<file path="config.mk">
export PLATFORM = sky130hd
export DESIGN_NAME = irq_ctl
export DESIGN_NICKNAME = d
export VERILOG_FILES = /design/src/rtl/irq_ctl.sv
export SDC_FILE = /design/constraint.sdc
export NUM_CORES = 1
export LEC_CHECK = 0
export ABC_AREA = 1
export BUFFER_PORTS_ARGS = -buffer_cell sky130_fd_sc_hd__buf_2
export CELL_PAD_IN_SITES_DETAIL_PLACEMENT = 1
export CELL_PAD_IN_SITES_GLOBAL_PLACEMENT = 1
export CORE_UTILIZATION = 30
export CTS_CLUSTER_DIAMETER = 120
export DETAILED_ROUTE_END_ITERATION = 10
export PLACE_DENSITY = 0.71
export SYNTH_ARGS = -nofsm -noshare
export SYNTH_HDL_FRONTEND = slang
export SYNTH_SLANG_ARGS = --single-unit
</file>
<file path="constraint.sdc">
create_clock -name clk -period 3.2 [get_ports clk]
set_input_delay 0.16 -clock clk [delete_from_list [all_inputs] [get_ports clk]]
set_output_delay 0.16 -clock clk [all_outputs]
set_load 0.05 [all_outputs]
</file>
<file path="src/rtl/irq_ctl.sv">
// Interrupt conditioning for the 65C02 core: synchronised, maskable IRQ sources
// (level or latched edge), edge-detected NMI held until vector fetch, 4-byte register window.
module irq_ctl #(
  parameter logic [15:0] BASE    = 16'hFE00,
  parameter logic [15:0] NMI_VEC = 16'hFFFA
) (
  input  logic        clk,
  input  logic        RST,
  input  logic [15:0] AD,
  input  logic [7:0]  DO,
  input  logic        WE,
  input  logic [7:0]  irq_src,
  input  logic        nmi_src,
  output logic        IRQ,
  output logic        NMI,
  output logic [7:0]  rd_data,
  output logic        rd_sel
);

  typedef enum logic {
    NMI_IDLE = 1'b0,
    NMI_PEND = 1'b1
  } nmi_state_t;

  localparam logic [1:0] OFF_STATUS = 2'd0;
  localparam logic [1:0] OFF_MASK   = 2'd1;
  localparam logic [1:0] OFF_LATCH  = 2'd2;
  localparam logic [1:0] OFF_EDGE   = 2'd3;

  logic [7:0] r_irq_s1, r_irq_s2, r_irq_s3;
  logic       r_nmi_s1, r_nmi_s2, r_nmi_s3;
  logic [7:0] r_mask;
  logic [7:0] r_edge_cfg;
  logic [7:0] r_latch;
  logic       r_irq;
  logic [7:0] r_rd_data;
  logic       r_rd_sel;
  nmi_state_t r_nmi_state;
  nmi_state_t w_nmi_state_nxt;

  logic       w_hit, w_wr, w_rd, w_ack;
  logic [1:0] w_off;
  logic [7:0] w_rise;
  logic       w_nmi_rise;
  logic [7:0] w_eff;
  logic [7:0] w_clr;
  logic [7:0] w_latch_nxt;
  logic [7:0] w_irq_vec;
  logic [7:0] w_rd_mux;

  assign w_hit      = (AD[15:2] == BASE[15:2]);
  assign w_wr       = w_hit & WE;
  assign w_rd       = w_hit & ~WE;
  assign w_off      = AD[1:0];
  assign w_ack      = (AD == NMI_VEC) & ~WE;
  assign w_rise     = r_irq_s2 & ~r_irq_s3;
  assign w_nmi_rise = r_nmi_s2 & ~r_nmi_s3;

  assign w_eff     = (r_edge_cfg & r_latch) | (~r_edge_cfg & r_irq_s2);
  // Edge sources include this cycle's rise so edge and level mode share the same latency.
  assign w_irq_vec = r_mask & ((r_edge_cfg & (r_latch | w_rise)) | (~r_edge_cfg & r_irq_s2));

  always_comb begin
    w_clr = '0;
    if (w_wr && (w_off == OFF_LATCH)) w_clr = DO;
    if (w_wr && (w_off == OFF_EDGE))  w_clr = ~DO;
  end

  // Set term is OR-ed last so a rise wins over a same-cycle clear.
  assign w_latch_nxt = (r_latch & ~w_clr) | (w_rise & r_edge_cfg);

  always_comb begin
    w_rd_mux = '0;
    case (w_off)
      OFF_STATUS: w_rd_mux = r_mask & w_eff;
      OFF_MASK:   w_rd_mux = r_mask;
      OFF_LATCH:  w_rd_mux = r_latch;
      OFF_EDGE:   w_rd_mux = r_edge_cfg;
      default:    w_rd_mux = '0;
    endcase
  end

  always_ff @(posedge clk) begin
    if (RST) begin
      r_irq_s1 <= '0;
      r_irq_s2 <= '0;
      r_irq_s3 <= '0;
      r_nmi_s1 <= 1'b0;
      r_nmi_s2 <= 1'b0;
      r_nmi_s3 <= 1'b0;
    end else begin
      r_irq_s1 <= irq_src;
      r_irq_s2 <= r_irq_s1;
      r_irq_s3 <= r_irq_s2;
      r_nmi_s1 <= nmi_src;
      r_nmi_s2 <= r_nmi_s1;
      r_nmi_s3 <= r_nmi_s2;
    end
  end

  always_ff @(posedge clk) begin
    if (RST) begin
      r_mask     <= '0;
      r_edge_cfg <= '0;
      r_latch    <= '0;
      r_irq      <= 1'b0;
    end else begin
      if (w_wr && (w_off == OFF_MASK)) r_mask     <= DO;
      if (w_wr && (w_off == OFF_EDGE)) r_edge_cfg <= DO;
      r_latch <= w_latch_nxt;
      r_irq   <= |w_irq_vec;
    end
  end

  always_ff @(posedge clk) begin
    if (RST) begin
      r_rd_data <= '0;
      r_rd_sel  <= 1'b0;
    end else begin
      r_rd_sel <= w_rd;
      if (w_rd) r_rd_data <= w_rd_mux;
    end
  end

  always_ff @(posedge clk) begin
    if (RST) r_nmi_state <= NMI_IDLE;
    else     r_nmi_state <= w_nmi_state_nxt;
  end

  always_comb begin
    w_nmi_state_nxt = r_nmi_state;
    case (r_nmi_state)
      NMI_IDLE: if (w_nmi_rise) w_nmi_state_nxt = NMI_PEND;
      NMI_PEND: if (w_ack && !w_nmi_rise) w_nmi_state_nxt = NMI_IDLE;
      default:  w_nmi_state_nxt = NMI_IDLE;
    endcase
  end

  assign IRQ     = r_irq;
  assign NMI     = (r_nmi_state == NMI_PEND);
  assign rd_data = r_rd_data;
  assign rd_sel  = r_rd_sel;

endmodule

</file>
==> metrics.cfg <==
[placed_design]
place.port_buffers=46
gp_congestion=0.822
hpwl_um=5360
pre_cts_ws_ns=1.58

[global_route]
grt_pass1_wl_um=11700
antenna_found_initial=0
grt_pass1_vias=2465
gr-usage-all-layers_pct=17.2
grt_max_degree=36
overflow=0

[final_layout]
syn_to_final_growth_pct=20.0
antenna_cells=0
nets=447
drive_gt1_share_pct=20.0
post-route-util_pct=37.7

[timing]
worst_pin_slew_ns=0.410
setup_violations=0
relSlewSlack_pct=72.5
post-route-period-util_pct=41.1
fin_ws_ns=1.88
rsz0062_at_grt=no
hold_violations=0
finalClockSkew_ns=0.00573
period_minus_slack_ns=1.32
whs_ns=0.0184
maxSlewViolCount=0
max_clock_freq_ghz=0.760
finalSetupTns_ns=0

[synthesis]
synth_area_leaders=dfxtp_1 47%, inv_1 8.7%, nand2_1 7.6%
ys_seq_area_share_pct=47.3
yosys.area_share.adder_pct=0
synthXorXnorAreaFrac_pct=0
synth_top_area_share_pct=47.3
synth_top_family_by_area=simple AND/OR/NAND/NOR gates
netlist_area_um2=2620
synth_compound_area_share_pct=14.8
synth.distinct_cells=27
synth_largest_area_cell=dfxtp_1
syn-num-nets=397
synth_mux_area_share_pct=0
synth_seq_cells=62
postSynthAreaPerCell_um2=7.26
synth-simple-area-share_pct=26.2
syn_inst=361
yosys_warnings=0

[outcome]
status=finished clean

[clock_network]
cts_sinks=62
cts_tree=built
clock_path_buffers=2
clkLatencyLatePin_ns=0.34
cts_hold_buf=0
clk_pin_slew_worst_paths_ns=0.07
numCtsBuffers=9
post-cts-setup-buffers=0
h-tree-depth=3
cts-root-buf=clkbuf_8
cts_resized=0

[setup_path]
crit_chain=inv_1, o21ai_0, nand2_1, nor2_1, nand3_1, nor2_1, nor2_1
arrival_ns=1.52
critical_path.slowest_cell=dfxtp_1
crit_fanout=5
cp-end-kind=flip-flop
cp_top_family=simple AND/OR/NAND/NOR gates
crit_top_cell=nor2_1
path_buf_inv=1
startpoint_type=flip-flop
critical_path_required_ns=3.41
critical-path-max-stage-delay_ns=0.31
path_class=flip-flop to flip-flop

[pwr]
p_sw_share_pct=24.5
p_per_area_nw_per_um2=493
ir_drop_uv=196
power.total_uw=1550
p_int_uw=1170
p_clk_share_pct=42.9
switchingPower_uw=381
leakage_uw=0.00138
seq_power_share_pct=51.0
p_comb_share_pct=6.1

[min_path]
worstHoldPathType=primary input to flip-flop

[run]
max-cap-violations=0

[die]
core-area_um2=8340
die_y_um=95.5
fp-row-count=33
initial_core_util_pct=31.4
die_x_um=95.5
die-area_um2=9120
io_pins=47

[routing]
routed_wl_um=7150
avgRoutedWirePerCell_um=13.7
vias_per_cell=4.75
drc=0
num_vias=2473
initialDrtViolationCount=56
ant_nets=0
firstDrtPassIters=4

-- synthesized netlist by cell type --
cell	instances
nor4_1	1
inv_1	61
nand2_1	53
dfxtp_1	62
o22ai_1	3
a21oi_1	25
nor2_1	51
o21ai_0	13
buf_4	2
clkbuf_1	3
o21ai_1	14
clkinv_1	1
nor3_1	6
a22oi_1	1
o211ai_1	7
o221ai_1	3
nand2_4	1
nor2_4	3
nand3_1	16
nand2_2	5
nor3_4	1
buf_2	2
a211oi_1	3
buf_1	3
nor2_2	1
inv_2	7
nand4_1	13
-- layout make-up --
| class | instances | area [um2] |
|---|---|---|
| well taps | 105 | 131 |
| fillers | 1086 | 5190 |
| multi-input cells | 220 | 1070 |
| repair buffers | 49 | 253 |
| clock buffers | 9 | 124 |
| flip-flops and latches | 62 | 1240 |
| inverters | 69 | 259 |
| clock inverters | 7 | 65.1 |
-- through the flow --
step	instance area, um2	instances
3_5_place_dp	2960	505
3_3_place_gp	2960	505
6_report	3150	521
2_1_floorplan	2620	361
4_1_cts	3150	521
5_1_grt	3150	521
-- cells by family after synthesis --
| family | after synthesis |
|---|---|
| AND/OR/NAND/NOR | 151 |
| buffers and inverters | 79 |
| AO/OA/AOI/OAI | 69 |
| flip-flops | 62 |
-- power by group through the flow --
stage / Combinational [uW] / Clock [uW] / Sequential (uW)
after detailed placement: 96.0 / 0 / 809
final: 95.3 / 665 / 791
after global routing: 108 / 719 / 792
after CTS: 96.7 / 684 / 791
after global placement: 93.6 / 0 / 808
after floorplan: 49.6 / 0 / 809
-- flip-flops by register name (all words and copies together), names as in the netlist --
| name | flops |
|---|---|
| r_nmi_s3 | 1 |
| rd_data | 8 |
| r_irq_s1 | 8 |
| r_irq_s2 | 8 |
| IRQ | 1 |
| NMI | 1 |
| rd_sel | 1 |
| r_nmi_s2 | 1 |
| r_mask | 8 |
| r_irq_s3 | 8 |
| r_nmi_s1 | 1 |
| r_latch | 8 |
| r_edge_cfg | 8 |
-- final timing paths --
check                              startpoint           to  slack (ns)  cells past startpoint
worst min-delay path               irq_src[5]  r_irq_s1[5]        0.02                      3
worst max-delay path            r_edge_cfg[5]          IRQ        1.88                      7
worst min register to register    r_irq_s1[2]  r_irq_s2[2]        0.40                      2
worst max register to register  r_edge_cfg[5]          IRQ        1.88                      7
-- worst register-to-register path, cell delays in order, from the launching register on --
cell and delay [ns]:
dfxtp_1 0.31, inv_1 0.07, o21ai_0 0.31, nand2_1 0.10, nor2_1 0.12, nand3_1 0.08, nor2_1 0.12, nor2_1 0.07
-- layer usage --
metal | vias up | global-route usage (%) | part of all wire [%]
met2 | 44 | 28.4 | 46
met5 | - | 0 | 0
met3 | 9 | 4.86 | 3.7
met1 | 1169 | 21.6 | 48
met4 | 0 | 5.35 | 1.9
li1 | 1251 | - | -
-- placed cells by master (no fill, tap or decap), types with 2 or more instances in the layout --
master      count
clkinv_2        4
nand4_1        13
a21oi_1        25
nor2_1         51
o21ai_0        13
a211oi_1        3
clkinvlp_4      2
clkbuf_8        9
nand3_1        16
buf_2          46
buf_4           3
dfxtp_1        62
inv_2           7
o221ai_1        3
nand2_2         5
inv_1          61
o22ai_1         3
nor3_1          6
o211ai_1        7
nand2_1        53
o21ai_1        14
nor2_4          3
Power figures use the tool's default switching activity.
